--- config.mk ---
export PLATFORM = sky130hd
export DESIGN_NAME = psum_add_arbiter
export DESIGN_NICKNAME = d
export VERILOG_FILES = /design/src/rtl/diff_core_pkg.sv /design/src/rtl/psum_add_arbiter_adder.sv /design/src/rtl/psum_add_arbiter.sv
export SDC_FILE = /design/constraint.sdc
export NUM_CORES = 1
export LEC_CHECK = 0
export BUFFER_PORTS_ARGS = -buffer_cell sky130_fd_sc_hd__clkbuf_2
export CAP_MARGIN = 15
export CORE_UTILIZATION = 40
export CTS_BUF_LIST = sky130_fd_sc_hd__clkbuf_4 sky130_fd_sc_hd__clkbuf_8
export CTS_CLUSTER_DIAMETER = 40
export DETAILED_ROUTE_END_ITERATION = 10
export HOLD_SLACK_MARGIN = 0.06
export PLACE_DENSITY = 0.75
export SYNTH_ARGS = -nofsm -noshare
export SYNTH_HDL_FRONTEND = slang
export SYNTH_SLANG_ARGS = --single-unit
--- constraint.sdc ---
create_clock -name clk -period 3.44 [get_ports clk]
set_clock_uncertainty 0.1 [all_clocks]
set_input_delay 0.688 -clock clk [delete_from_list [all_inputs] [get_ports clk]]
set_output_delay 0.688 -clock clk [all_outputs]
set_load 0.005 [all_outputs]
--- src/rtl/diff_core_pkg.sv ---
// Shared datapath widths for the differential core and its partial-sum helpers.
package diff_core_pkg;

   localparam int PSUM_WIDTH = 16;

   typedef logic [PSUM_WIDTH-1:0] psum_t;

endpackage

--- src/rtl/psum_add_arbiter_adder.sv ---
// Combinational partial-sum adder; the carry out is dropped, so results wrap.
module psum_add_arbiter_adder
   import diff_core_pkg::*;
(
   input  logic [PSUM_WIDTH-1:0] a,
   input  logic [PSUM_WIDTH-1:0] b,
   output logic [PSUM_WIDTH-1:0] ans
);

   assign ans = a + b;

endmodule

--- src/rtl/psum_add_arbiter.sv ---
// Round-robin arbiter sharing one partial-sum adder among N_REQ requesters,
// with a single registered result slot that can drain and refill every cycle.
module psum_add_arbiter
   import diff_core_pkg::*;
#(
   parameter int N_REQ     = 4,
   parameter int CNT_WIDTH = 16
) (
   input  logic                          clk,
   input  logic                          rst_n,
   input  logic [N_REQ-1:0]              req_valid,
   output logic [N_REQ-1:0]              req_ready,
   input  logic [N_REQ*PSUM_WIDTH-1:0]   req_a,
   input  logic [N_REQ*PSUM_WIDTH-1:0]   req_b,
   output logic                          out_valid,
   input  logic                          out_ready,
   output logic [PSUM_WIDTH-1:0]         out_sum,
   output logic [$clog2(N_REQ)-1:0]      out_id,
   output logic [CNT_WIDTH-1:0]          txn_cnt
);

   localparam int IDX_W = $clog2(N_REQ);

   typedef logic [IDX_W-1:0] req_idx_t;

   logic                  out_valid_q, out_valid_d;
   logic [PSUM_WIDTH-1:0] out_sum_q, out_sum_d;
   req_idx_t              out_id_q, out_id_d;
   req_idx_t              rr_ptr_q, rr_ptr_d;
   logic [CNT_WIDTH-1:0]  txn_cnt_q, txn_cnt_d;

   req_idx_t              grant_idx;
   logic                  grant_found;
   logic                  slot_free;
   logic                  handshake;
   int                    scan_idx;
   logic [PSUM_WIDTH-1:0] op_a, op_b, sum;

   // Search starts at rr_ptr, so the last winner is always checked last.
   always_comb begin
      grant_found = 1'b0;
      grant_idx   = '0;
      scan_idx    = 0;
      for (int k = 0; k < N_REQ; k++) begin
         scan_idx = int'(rr_ptr_q) + k;
         if (scan_idx >= N_REQ) begin
            scan_idx = scan_idx - N_REQ;
         end
         if (!grant_found && req_valid[scan_idx]) begin
            grant_found = 1'b1;
            grant_idx   = req_idx_t'(scan_idx);
         end
      end
   end

   // Gating with rst_n keeps req_ready low for the whole reset interval.
   always_comb begin
      slot_free = rst_n & (~out_valid_q | out_ready);
      handshake = slot_free & grant_found;
      req_ready = '0;
      if (handshake) begin
         req_ready[grant_idx] = 1'b1;
      end
   end

   always_comb begin
      op_a = req_a[grant_idx*PSUM_WIDTH +: PSUM_WIDTH];
      op_b = req_b[grant_idx*PSUM_WIDTH +: PSUM_WIDTH];
   end

   psum_add_arbiter_adder u_adder (
      .a   (op_a),
      .b   (op_b),
      .ans (sum)
   );

   always_comb begin
      out_valid_d = handshake | (out_valid_q & ~out_ready);
      out_sum_d   = handshake ? sum : out_sum_q;
      out_id_d    = handshake ? grant_idx : out_id_q;
      rr_ptr_d    = rr_ptr_q;
      if (handshake) begin
         rr_ptr_d = (grant_idx == req_idx_t'(N_REQ - 1)) ? '0 : grant_idx + 1'b1;
      end
      txn_cnt_d   = txn_cnt_q + CNT_WIDTH'(handshake);
   end

   always_ff @(posedge clk or negedge rst_n) begin
      if (!rst_n) begin
         out_valid_q <= 1'b0;
         out_sum_q   <= '0;
         out_id_q    <= '0;
         rr_ptr_q    <= '0;
         txn_cnt_q   <= '0;
      end else begin
         out_valid_q <= out_valid_d;
         out_sum_q   <= out_sum_d;
         out_id_q    <= out_id_d;
         rr_ptr_q    <= rr_ptr_d;
         txn_cnt_q   <= txn_cnt_d;
      end
   end

   assign out_valid = out_valid_q;
   assign out_sum   = out_sum_q;
   assign out_id    = out_id_q;
   assign txn_cnt   = txn_cnt_q;

endmodule
==> run summary, run 1 <==
The run finished with clean final reports. The tree is rooted in a clkbuf_8. The logs give 3250 um^2 for the netlist area before placement and 928 um^2 for the area taken by flip-flops and latches. For this design the ratio of total power to cell area is 841 nW/um^2. The average instance in the mapped netlist occupies 7.30 um^2.

The critical path goes through clkbuf_2, nand2b_4, a211o_1, o21a_4, buf_4, buf_16, nand2_1, and3_1, a31oi_1, ha_1, a21o_1, a21o_1, or3_4, and3_4, a211o_1, a31oi_1. Slowest cell on the critical path: or3_4. After detailed routing, no signal wire sits above met4. In the final routed layout, each cell accounts on average for 14.3 um.

The most used flip-flop cell after synthesis was dfrtp_1. Category of cells accounting for the largest share of critical-path delay: compound AO/OA/AOI/OAI gates. The effective utilization at floorplan is 0.416. The run gives 16.9 mm as the wire length of the first global-routing pass. The endpoint identified for the worst register-to-register timing path is out_sum[15]$_DFFE_PN0P_. The count of TritonRoute iterations in the first routing pass is 4, and the average via count per standard cell is 5.22. Required time at the endpoint of the critical path: 3.56 ns. The number of nets in the synthesized netlist is 602.

Tightest slew margin relative to the limit: 0.693. Entering global routing, the biggest net connects 38 pins. The worst-case register-to-register setup slack was 0.02 ns; the DRC violation count after routing was 0.

Fraction of the cycle the final worst path needs: 0.998. The run gives 0 as the remaining global-route overflow. In this run the deepest clock path goes through 2 buffers. In the post-route analysis, the smallest setup slack over all paths is 0.00824 ns. The number of cells produced by synthesis is 445. The number of sinks on the clock net was 37. Max-cap violations in this run came to 0.

The die is 92.1 um wide. The worst setup path is captured at a register. The tools report the standard-cell row count as 32. TritonCTS built the clock tree.

After the first detailed-routing iteration, the DRC count stood at 169. The overall fraction of global-route tracks in use is 0.247, and the post-layout total power is 4.11 mW. The slew at the pin closest to its max-slew limit was 0.461 ns; the proportion of synthesized flip-flops having asynchronous set or reset was 1.00. The finished layout holds 763 standard cells, fillers aside.

In this design, the stage delay of the slowest critical-path cell is 0.39 ns. The number of antenna violations at the first check in global routing is 0, and the clock-pin slew of the registers on the worst-case setup and hold paths is 0.07 ns. The logs give 381 uV for the maximum resistive drop on vdd and 0 for the max-slew violation count. In the final layout, the multi-input gates occupy 2290 um^2. The post-route cell area was 4890 um^2; the combinational power share was 0.755. For the sequential share of power, the log shows 0.169.

The clock power share came out at 0.077. Setup repair after global routing could not meet its margin everywhere. The internal cell power is 2.29 mW, and the post-synthesis sequential element count is 37. From synthesis to final layout, the design area changed by 50.6%. The number of placed cells counting well taps came out at 748.

In this run the remaining antenna-violating nets after routing total 0. The routed design uses 5.27 mm of met2 wire. The via count of the first global-routing pass is 3791, and the share of final-layout standard cells stronger than drive strength 1 is 0.407. From bottom edge to top edge, the die measures 92.1 um.

The switching part of the total works out to 0.444. The register area share after synthesis is 0.285, and the cell area reported after detailed placement is 4610 um^2. The number of failing setup endpoints in the final timing report was 0; the shortest period the worst path allows was 3.43 ns. The reported leakage power was 2.65 nW; the wire length on met1 was 4.66 mm. The net switching component of the power is 1.83 mW, and the final-report hold violation count is 0. The final net count came out at 817.

The class of the tightest hold or removal check is in -> async. Deepest level of the CTS H-tree: 2. OpenSTA, run right after detailed placement, puts the worst setup slack at -0.308 ns. Yosys mapped a number of flops with a built-in enable equal to 0. The number of distinct library cells after synthesis came out at 44. The tools report the maximum achievable frequency as 291 MHz. In this run the critical register-to-register path is launched from rr_ptr_q[1]$_DFFE_PN0P_.

The repair_antennas step left the layout with diodes totalling 0. The final layout contains routed wiring with a total length of 10.9 mm. Together, buffers and inverters on the worst path number 3. At the worst endpoint, the arrival time is 3.55 ns.

After filler insertion, the fill cell instance count of the layout stands at 677. For the area of the core, the log shows 7810 um^2. Along the worst path, the maximum fanout reaches 19.

The via count of the routed design came out at 3982. The wire-length estimate of the detail-placed layout is 8.44 mm. The tools report the final design utilization as 0.626.

The tools report the clock network latency to the later pin of the worst-skew pair as 0.29 ns. For this design the top-level I/O count stands at 174. The startpoint-to-endpoint class of the critical path is in -> reg.

The warning count from the yosys run came out at 0. STA classifies the critical path startpoint as a primary input. Hold repair after CTS inserted 0 buffers.

Buffers inserted during clock tree synthesis total 5. The die covers 8480 um^2. The number of I/O port buffers is 173. After detailed routing, the met3 layer carries 657 um of wire. The tools report the placer's final routability congestion estimate as 0.905. Counting cells, the worst reg-to-reg path comes to 14.
-- worst max-delay path by stage --
stage	from	to	slack, ns	cells past startpoint
2_1_floorplan	req_valid[3]	out_sum[15]$_DFFE_PN0P_	-0.05	16
3_3_place_gp	req_valid[3]	out_sum[15]$_DFFE_PN0P_	-0.18	15
3_5_place_dp	req_valid[1]	out_sum[15]$_DFFE_PN0P_	-0.31	16
4_1_cts	req_valid[1]	out_sum[15]$_DFFE_PN0P_	0.02	16
5_1_grt	rr_ptr_q[1]$_DFFE_PN0P_	out_sum[15]$_DFFE_PN0P_	-0.13	14
6_report	req_valid[3]	out_sum[15]$_DFFE_PN0P_	0.008	16
-- routing by layer --
| layer | up-vias | global-route usage |
|---|---|---|
| met5 | - | 0 |
| met4 | 0 | 0.0924 |
| met3 | 30 | 0.0415 |
| met2 | 162 | 0.418 |
| met1 | 1819 | 0.313 |
| li1 | 1971 | - |
-- power groups by stage --
stage,combinational [mW],sequential [mW],clock (mW)
finish,3.10,0.694,0.316
CTS,2.91,0.694,0.321
floorplan,1.72,0.696,0
global placement,2.78,0.693,0
global route,3.40,0.717,0.337
detailed placement,2.85,0.701,0
-- layout by cell type (no fill, tap or decap), types with 2 or more instances in the layout --
cell type	netlist	final
a31oi_1	35	30
a31oi_4	1	3
nor3_1	2	2
o21ai_0	16	15
clkbuf_8	0	5
o211ai_1	5	5
nand2_1	154	154
xor2_1	9	9
a31oi_2	0	3
ha_1	21	20
o21a_1	3	2
nand2b_1	5	4
buf_12	0	3
a21oi_1	9	5
dfrtp_2	0	2
nor2_1	10	10
a21o_2	3	3
nand3_1	12	12
a21oi_2	0	4
clkbuf_4	0	3
o21bai_1	2	2
dfrtp_1	37	35
buf_4	2	53
clkbuf_16	0	2
a21o_1	6	6
and3_4	1	2
clkbuf_2	0	173
inv_1	6	6
and3_1	33	32
nand4_1	5	5
xnor2_1	19	19
o2111ai_1	3	2
or3_1	2	2
a211o_1	2	2
and2_1	4	4
-- synth_stat cells (all sizes together) (10+ instances only) --
cell type / number / area share
nand2: 154 / 0.18
dfrtp: 37 / 0.29
clkbuf: 17 / 0.020
nor2: 10 / 0.012
a31oi: 36 / 0.074
xnor2: 19 / 0.051
ha: 21 / 0.081
o21ai: 16 / 0.025
and3: 35 / 0.069
nand3: 12 / 0.018
-- cell type report --
type	count	share of cell area
Tap cell	102	0.0261
Sequential cell	37	0.190
Timing Repair Buffer	233	0.289
Multi-Input combinational cell	375	0.468
Clock buffer	8	0.0187
Inverter	8	0.00870
-- state kept, by name, indices dropped and copies added, names as in the netlist --
register	flops
out_id	2
out_sum	16
out_valid	1
rr_ptr_q	2
txn_cnt	16
-- metrics by stage --
step	setup TNS, ns	hold WS (ns)
2_1_floorplan	-0.0469	0.292
3_5_place_dp	-2.46	0.367
6_report	0	0.374
3_3_place_gp	-1.14	0.362
4_1_cts	0	0.385
5_1_grt	-0.449	0.404
-- kinds of logic after synthesis --
| family | Yosys count | synth area share |
|---|---|---|
| adders and majority gates | 22 | 0.0871 |
| AOI/OAI and AO/OA | 88 | 0.178 |
| and+or+nand+nor | 237 | 0.331 |
| xor gates and xnor gates | 28 | 0.0755 |
| DFF | 37 | 0.285 |
| buffers and inverters | 33 | 0.0431 |
-- timing repair --
item                       4_1_cts  5_1_grt
pin swaps                        0        3
gates cloned                     1        2
setup buffers                    0        4
resized for setup                2       15
setup endpoints to repair        1       11
(Power assumes the default switching activity.)
==> inputs of run 2 (changes only) <==
--- a/config.mk
+++ b/config.mk
@@ -8,7 +8,7 @@
 export BUFFER_PORTS_ARGS = -buffer_cell sky130_fd_sc_hd__clkbuf_2
 export CAP_MARGIN = 15
 export CORE_UTILIZATION = 40
-export CTS_BUF_LIST = sky130_fd_sc_hd__clkbuf_4 sky130_fd_sc_hd__clkbuf_8
+export CTS_BUF_LIST = sky130_fd_sc_hd__clkbuf_16
 export CTS_CLUSTER_DIAMETER = 40
 export DETAILED_ROUTE_END_ITERATION = 10
 export HOLD_SLACK_MARGIN = 0.06
==> run summary, run 2 (synthesized netlist as in run 1, its figures left out) <==
The worst hold path begins at out_id[0]$_DFFE_PN0P_. The tree is rooted in a clkbuf_16. The number of I/O port buffers works out to 173 (unchanged). For the max-capacitance violation count, the log shows 0 (unchanged). Walking the worst path, the cells encountered are clkbuf_2, nand2b_4, a211o_1, o21a_4, buf_4, buf_16, nand2_1, and3_1, a31oi_1, ha_2, a21o_1, a21o_1, or3_4, and3_4, a211o_1, a31oi_1. The post-route worst hold slack was 0.374 ns (-0.000243 ns). The largest stage delay on the critical path came out at 0.40 ns (about the same). The combinational power share came out at 0.738 (-0.017). The final-report hold violation count is 0 (unchanged), and the worst-case register-to-register setup slack is 0.03 ns (about the same). Smallest setup slack after layout: 0.0315 ns (+0.0233 ns).

The run gives 8.44 mm (unchanged) as the HPWL reported at the end of detailed placement. The fraction of the cycle the final worst path needs is 0.991 (-0.00676), and the maximum resistive drop on vdd is 398 uV (+4.5%). Net switching component of the power: 1.88 mW (+2.9%). The library cell used most frequently in the layout, excluding fill and tap cells, is clkbuf_2. Overall fraction of global-route tracks in use: 0.248 (+0.00114). The largest individual stage delay along the critical path comes from the cell or3_4. The slew at the pin closest to its max-slew limit works out to 0.461 ns (+0.000445 ns). The internal cell power was 2.40 mW (+4.7%).

The shortest period the worst path allows was 3.41 ns (-0.0233 ns). The tools report the final net count as 816 (-0.12%). Number of buffers created by CTS: 5 (unchanged). Compared with the post-synthesis result, the final layout area differs by 52.2%.

Met2 layer usage reported by global route: 0.421 (+0.00311). The maximum achievable frequency was 293 MHz (+0.68%). The run gives 0.692 (about the same) as the tightest slew margin relative to the limit. Among cell families on the critical path, the largest total delay comes from compound AO/OA/AOI/OAI gates. The library cells used most frequently in the layout, excluding fill and tap cells, are 173 x clkbuf_2, 152 x nand2_1, 52 x buf_4. The worst hold path was traced through 2 stages. The run gives 4940 um^2 (+1.1%) as the post-route cell area.

The arrival time at the worst endpoint came out at 3.51 ns (-0.04 ns). Die width: 92.1 um (unchanged). The logs give 5 (+1) for the count of TritonRoute iterations in the first routing pass and 4.27 mW (+3.9%) for the post-layout total power. The cell area reported after detailed placement was 4610 um^2 (unchanged). Most used routing layer: met2. The tools report the total I/O pin count as 174 (unchanged). The tools report the final wirelength as 11.0 mm (+1.1%).

The setup path with the least slack is of type in -> reg. The number of antenna violations at the first check in global routing was 0 (unchanged). TritonCTS built the clock tree. The die area is 8480 um^2 (unchanged), and the share of final-layout standard cells stronger than drive strength 1 is 0.406 (-0.000899). STA classifies the critical path endpoint as a register. The logs give 7810 um^2 (unchanged) for the area of the core and 3793 (+0.053%) for the via count of the first global-routing pass. The worst setup slack after placement is -0.308 ns (unchanged).

The clock-pin slew of the registers on the worst-case setup and hold paths came out at 0.06 ns (about the same). The average via count per standard cell is 5.27 (+1.0%). The peak fanout along the critical path works out to 19 (unchanged). The tools report the category of the worst setup path launch point as a primary input. The die height came out at 92.1 um (unchanged).

The standard-cell row count came out at 32 (unchanged). The worst register-to-register path ends at out_sum[15]$_DFFE_PN0P_. The start of the worst register-to-register path is rr_ptr_q[1]$_DFFE_PN0P_. The run gives 0.28 ns (about the same) as the clock network latency to the later pin of the worst-skew pair.

The via count of the routed design was 4017 (+0.88%). The switching part of the total is 0.440 (-0.00426), and the number of cell instances on the worst register-to-register path is 14 (unchanged). The run gives 0 (unchanged) as the count of antenna-violating nets left after detailed routing. The deepest level of the CTS H-tree is 2 (unchanged). The average detailed-routed wire length per instance is 14.5 um (+1.2%). The number of buffers and inverters on the critical path works out to 3 (unchanged). The max-slew violation count is 0 (unchanged), and the largest net degree at the start of global routing is 38 (unchanged). The tools report the maximum clock insertion buffer count as 2 (unchanged). Number of inserted diodes: 0 (unchanged).

The required time at the endpoint of the critical path came out at 3.54 ns (-0.02 ns). Clock power share: 0.099 (+0.022). The run finished with clean final reports. The run gives 0.163 (-0.006) as the sequential share of power.

DRC violation count after routing: 0 (unchanged). Met1 capacity usage during global routing: 0.319 (+0.00531). The reported leakage power is 2.67 nW (+0.84%), and the number of DRC markers in iteration 0 is 226 (+34%). The logs give 37 (unchanged) for the number of sinks on the clock net and 17.0 mm (+1.1%) for the wire length of the first global-routing pass. For the met3 capacity usage during global routing, the log shows 0.0415 (unchanged). For hold timing, the worst endpoint is out_id[0]$_DFFE_PN0P_.

For the remaining global-route overflow, the log shows 0 (unchanged). Setup repair after global routing could not meet its margin everywhere. The number of failing setup endpoints in the final timing report was 0 (unchanged); the placer's final routability congestion estimate was 0.905 (unchanged). The final design utilization was 0.633 (+0.00673); the power density over the cells was 865 nW/um^2 (+2.8%). In this run the worst hold path is classified as reg -> reg.

The tools report the effective utilization at floorplan as 0.416 (unchanged).
[run 2: cell types whose count changed in the layout (fill, tap and decap cells not counted), sizes merged]
| cell | delta |
|---|---|
| inv | +3 |
| clkbuf | -3 |
| buf | -1 |
[run 2: worst register-to-register path, cell delays in order (launching register included)]
cell and delay, ns:
dfrtp_2 0.45, nor2b_1 0.16, o21a_1 0.22, nor3_4 0.25
buf_12 0.17, inv_1 0.09, buf_12 0.16, a31oi_4 0.20
ha_1 0.26, a21oi_2 0.20, o2111ai_2 0.16, or3_4 0.38
and3_4 0.16, a211o_1 0.22, a31oi_1 0.15
[run 2: what timing repair did]
item,4_1_cts,5_1_grt
setup endpoints to repair,1,10
gates resized for setup,4,19
pin swaps,0,5
endpoints found under the hold margin,0,0
buffers inserted,0,3
cloned,1,2
hold buffers,0,0
[run 2: stage by stage]
step / std cells / setup TNS [ns]
3_3_place_gp: 748 / -1.14
2_1_floorplan: 445 / -0.0469
3_5_place_dp: 748 / -2.46
5_1_grt: 762 / -0.347
6_report: 762 / 0
4_1_cts: 757 / 0
[run 2: layout make-up]
class	instances	area, um^2
Fill cell	675	2860
Sequential cell	37	928
Multi-Input combinational cell	375	2300
Clock buffer	5	125
Tap cell	102	128
Timing Repair Buffer	232	1410
Inverter	8	42.5
Clock inverter	3	11.3
[run 2: how the worst max path moves through the flow]
| stage | start | end | slack (ns) | cells after the start |
|---|---|---|---|---|
| finish | req_valid[3] | out_sum[15]$_DFFE_PN0P_ | 0.03 | 16 |
| global route | rr_ptr_q[1]$_DFFE_PN0P_ | out_sum[15]$_DFFE_PN0P_ | -0.11 | 14 |
| detailed placement | req_valid[1] | out_sum[15]$_DFFE_PN0P_ | -0.31 | 16 |
| global placement | req_valid[3] | out_sum[15]$_DFFE_PN0P_ | -0.18 | 15 |
| floorplan | req_valid[3] | out_sum[15]$_DFFE_PN0P_ | -0.05 | 16 |
| CTS | req_valid[1] | out_sum[15]$_DFFE_PN0P_ | 0.005 | 15 |
[run 2: power groups by stage]
stage                     clock network, mW  registers, mW  logic (mW)
final                                 0.424          0.697        3.15
after global routing                  0.447          0.721        3.44
after CTS                             0.426          0.695        2.94
after detailed placement                  0          0.701        2.85
after global placement                    0          0.693        2.78
after floorplan                           0          0.696        1.72
[run 2: metal layers]
layer	vias up	routed length, um
li1	1973	-
met1	1847	4700
met2	174	5440
met3	23	652
met4	0	257
met5	-	0
==> inputs of run 3 (changes only) <==
--- a/config.mk
+++ b/config.mk
@@ -11,6 +11,7 @@
 export CTS_BUF_LIST = sky130_fd_sc_hd__clkbuf_16
 export CTS_CLUSTER_DIAMETER = 40
 export DETAILED_ROUTE_END_ITERATION = 10
+export GPL_TIMING_DRIVEN = 0
 export HOLD_SLACK_MARGIN = 0.06
 export PLACE_DENSITY = 0.75
 export SYNTH_ARGS = -nofsm -noshare
==> run summary, run 3 (synthesized netlist as in run 1, its figures left out) <==
The run finished, with violations left. The final reports fail on negative setup slack. The worst setup slack after placement is -0.697 ns (-0.389 ns). The number of DRC markers in iteration 0 came out at 221 (-2.2%). The number of failing setup endpoints in the final timing report is 1 (+1), and the clock-pin slew of the registers on the worst-case setup and hold paths is 0.05 ns (about the same). The tools report the largest net degree at the start of global routing as 39 (+2.6%). The tools report the maximum clock insertion buffer count as 2 (unchanged).

The run gives 0.265 (+0.0172) as the overall fraction of global-route tracks in use. The sequential share of power was 0.153 (-0.010). The logs give 0 (unchanged) for the DRC violation count after routing and -0.0407 ns (-0.0722 ns) for the smallest setup slack after layout. The average detailed-routed wire length per instance works out to 15.5 um (+7.2%). Final instance count without filler cells: 757 (-0.66%). Deepest level of the CTS H-tree: 2 (unchanged).

Class of the tightest hold or removal check: in -> async. The tools report the standard-cell row count as 32 (unchanged). The die height is 92.1 um (unchanged). The run gives 0.27 ns (about the same) as the clock network latency to the later pin of the worst-skew pair. The shortest period the worst path allows is 3.48 ns (+0.0722 ns).

The worst-case register-to-register setup slack is -0.03 ns (-0.06 ns), and the HPWL reported at the end of detailed placement is 8.39 mm (-0.69%). The run gives 0.217 ns (-0.157 ns) as the post-route worst hold slack. The number of buffers created by CTS came out at 5 (unchanged). The run gives 3.54 ns (about the same) as the required time at the endpoint of the critical path.

The number of cell instances on the worst register-to-register path works out to 15 (+1). The maximum achievable frequency came out at 287 MHz (-2.1%). The effective utilization at floorplan is 0.416 (unchanged), and the number of antenna violations at the first check in global routing is 0 (unchanged). The run gives 0.754 (+0.016) as the combinational power share.

The area occupied by multi-input gates was 2530 um^2 (+9.8%). In the layout the commonest cells are 173 x clkbuf_2, 145 x nand2_1, 35 x dfrtp_1. TritonCTS built the clock tree. The total I/O pin count was 174 (unchanged); the final design utilization was 0.662 (+0.0292). For the via count of the routed design, the log shows 4171 (+3.8%). The run gives 0 (unchanged) as the final-report hold violation count.

The area of the core came out at 7810 um^2 (unchanged). The peak fanout along the critical path is 8 (-11), and the net switching component of the power is 2.08 mW (+11%). The maximum resistive drop on vdd came out at 488 uV (+23%). In this run the critical register-to-register path is launched from rr_ptr_q[0]$_DFFE_PN0P_. The switching part of the total was 0.455 (+0.0159). The tools report the max-slew violation count as 0 (unchanged). The tools report the count of TritonRoute iterations in the first routing pass as 5 (unchanged). The number of I/O port buffers is 173 (unchanged), and the number of inserted diodes is 0 (unchanged).

The share of final-layout standard cells stronger than drive strength 1 was 0.437 (+0.0306); the setup TNS after final layout was -0.0407 ns (-0.0407 ns). The via count of the first global-routing pass came out at 3967 (+4.6%). The average via count per standard cell came out at 5.51 (+4.5%). The number of sinks on the clock net is 37 (unchanged). The power density over the cells is 884 nW/um^2 (+2.3%), and the final net count is 811 (-0.61%).

The number of placed cells counting well taps came out at 720 (-3.7%). The tools report the count of antenna-violating nets left after detailed routing as 0 (unchanged). The placer's final routability congestion estimate is 0.921 (+1.7%), and the wire length of the first global-routing pass is 18.2 mm (+7.0%).

Setup repair after global routing could not meet its margin everywhere. Leaving out fill and tap cells, the most frequent cell in the layout is clkbuf_2. The tree is rooted in a clkbuf_16. Clock power share: 0.093 (-0.006). The die width was 92.1 um (unchanged); the internal cell power was 2.49 mW (+3.9%).

The fraction of the cycle the final worst path needs works out to 1.01 (+0.0210). The die area is 8480 um^2 (unchanged), and the area growth from synthesis to final layout is 59.2%. The category of the worst setup path launch point is a primary input. For the remaining global-route overflow, the log shows 0 (unchanged). The run gives 11.8 mm (+6.5%) as the final wirelength. The tools report the kind of end point of the critical path as a register.

Startpoint-to-endpoint class of the critical path: in -> reg. The slew at the pin closest to its max-slew limit was 0.454 ns (-0.00747 ns); the tightest slew margin relative to the limit was 0.697 (+0.00498). The arrival time at the worst endpoint was 3.58 ns (+0.07 ns). The reported leakage power came out at 2.68 nW (+0.33%). The max-capacitance violation count was 0 (unchanged); the area taken by flip-flops and latches was 928 um^2 (unchanged). For the number of filler instances in the final layout, the log shows 665 (-1.5%).

Reg-to-reg endpoint: out_sum[15]$_DFFE_PN0P_.
## run 3: cell count changes in the layout (fill, tap and decap cells not counted), sizes merged
cell    change
buf        -13
inv         -2
clkbuf      +8
clkinv      +2
## run 3: per-stage QoR
| stage | power (mW) | cell area [um^2] |
|---|---|---|
| floorplan | 2.42 | 3310 |
| global placement | 3.04 | 4300 |
| detailed placement | 3.11 | 4300 |
| CTS | 4.05 | 4860 |
| global route | 4.86 | 5170 |
| finish | 4.57 | 5170 |
## run 3: layer usage
layer,global-route usage,share of wire,up-vias,routed length (um)
met5,0,0,-,0
met4,0.0885,0.027,0,318
met3,0.0423,0.070,32,828
met2,0.466,0.50,247,5880
met1,0.328,0.40,1930,4740
li1,-,-,1962,-
## run 3: cell type report
type | count | area share
clock inverters | 3 | 0.00266
inverters | 8 | 0.00823
well taps | 102 | 0.0247
plain buffers | 23 | 0.0385
multi-input cells | 375 | 0.489
repair buffers | 204 | 0.233
flip-flops and latches | 37 | 0.180
clock buffers | 5 | 0.0242
## run 3: worst max-delay path by stage
stage / slack (ns) / from / to / cells past startpoint
after floorplan: -0.05 / req_valid[3] / out_sum[15]$_DFFE_PN0P_ / 16
after global placement: -0.67 / req_valid[3] / out_sum[15]$_DFFE_PN0P_ / 14
after detailed placement: -0.70 / req_valid[3] / out_sum[15]$_DFFE_PN0P_ / 14
after CTS: -0.03 / req_valid[1] / out_sum[6]$_DFFE_PN0P_ / 19
after global routing: -0.17 / rr_ptr_q[0]$_DFFE_PN0P_ / out_sum[15]$_DFFE_PN0P_ / 15
final: -0.04 / req_valid[3] / out_sum[15]$_DFFE_PN0P_ / 16
## run 3: worst max-delay path, stage by stage
cell       delay (ns)
buf_8            0.10
nand2b_4         0.12
a211o_1          0.25
o21a_1           0.13
buf_6            0.15
clkinv_8         0.08
clkbuf_16        0.14
nand2_1          0.05
and3_1           0.15
a31oi_1          0.25
ha_1             0.32
a21o_1           0.22
or3_4            0.39
and3_4           0.16
a211o_1          0.22
a31oi_1          0.15
## run 3: power groups by stage
| stage | Sequential (mW) | Combinational, mW | Clock (mW) |
|---|---|---|---|
| after floorplan | 0.696 | 1.72 | 0 |
| after global placement | 0.691 | 2.35 | 0 |
| after detailed placement | 0.705 | 2.41 | 0 |
| after CTS | 0.700 | 2.92 | 0.435 |
| after global routing | 0.722 | 3.69 | 0.451 |
| final | 0.700 | 3.45 | 0.424 |
## run 3: timing repair
item,4_1_cts,5_1_grt
setup buffers,18,9
pin swaps,29,34
hold buffers,0,0
gates resized for setup,65,54
endpoints found under the setup margin,22,16
cloned,2,3
endpoints found under the hold margin,0,0
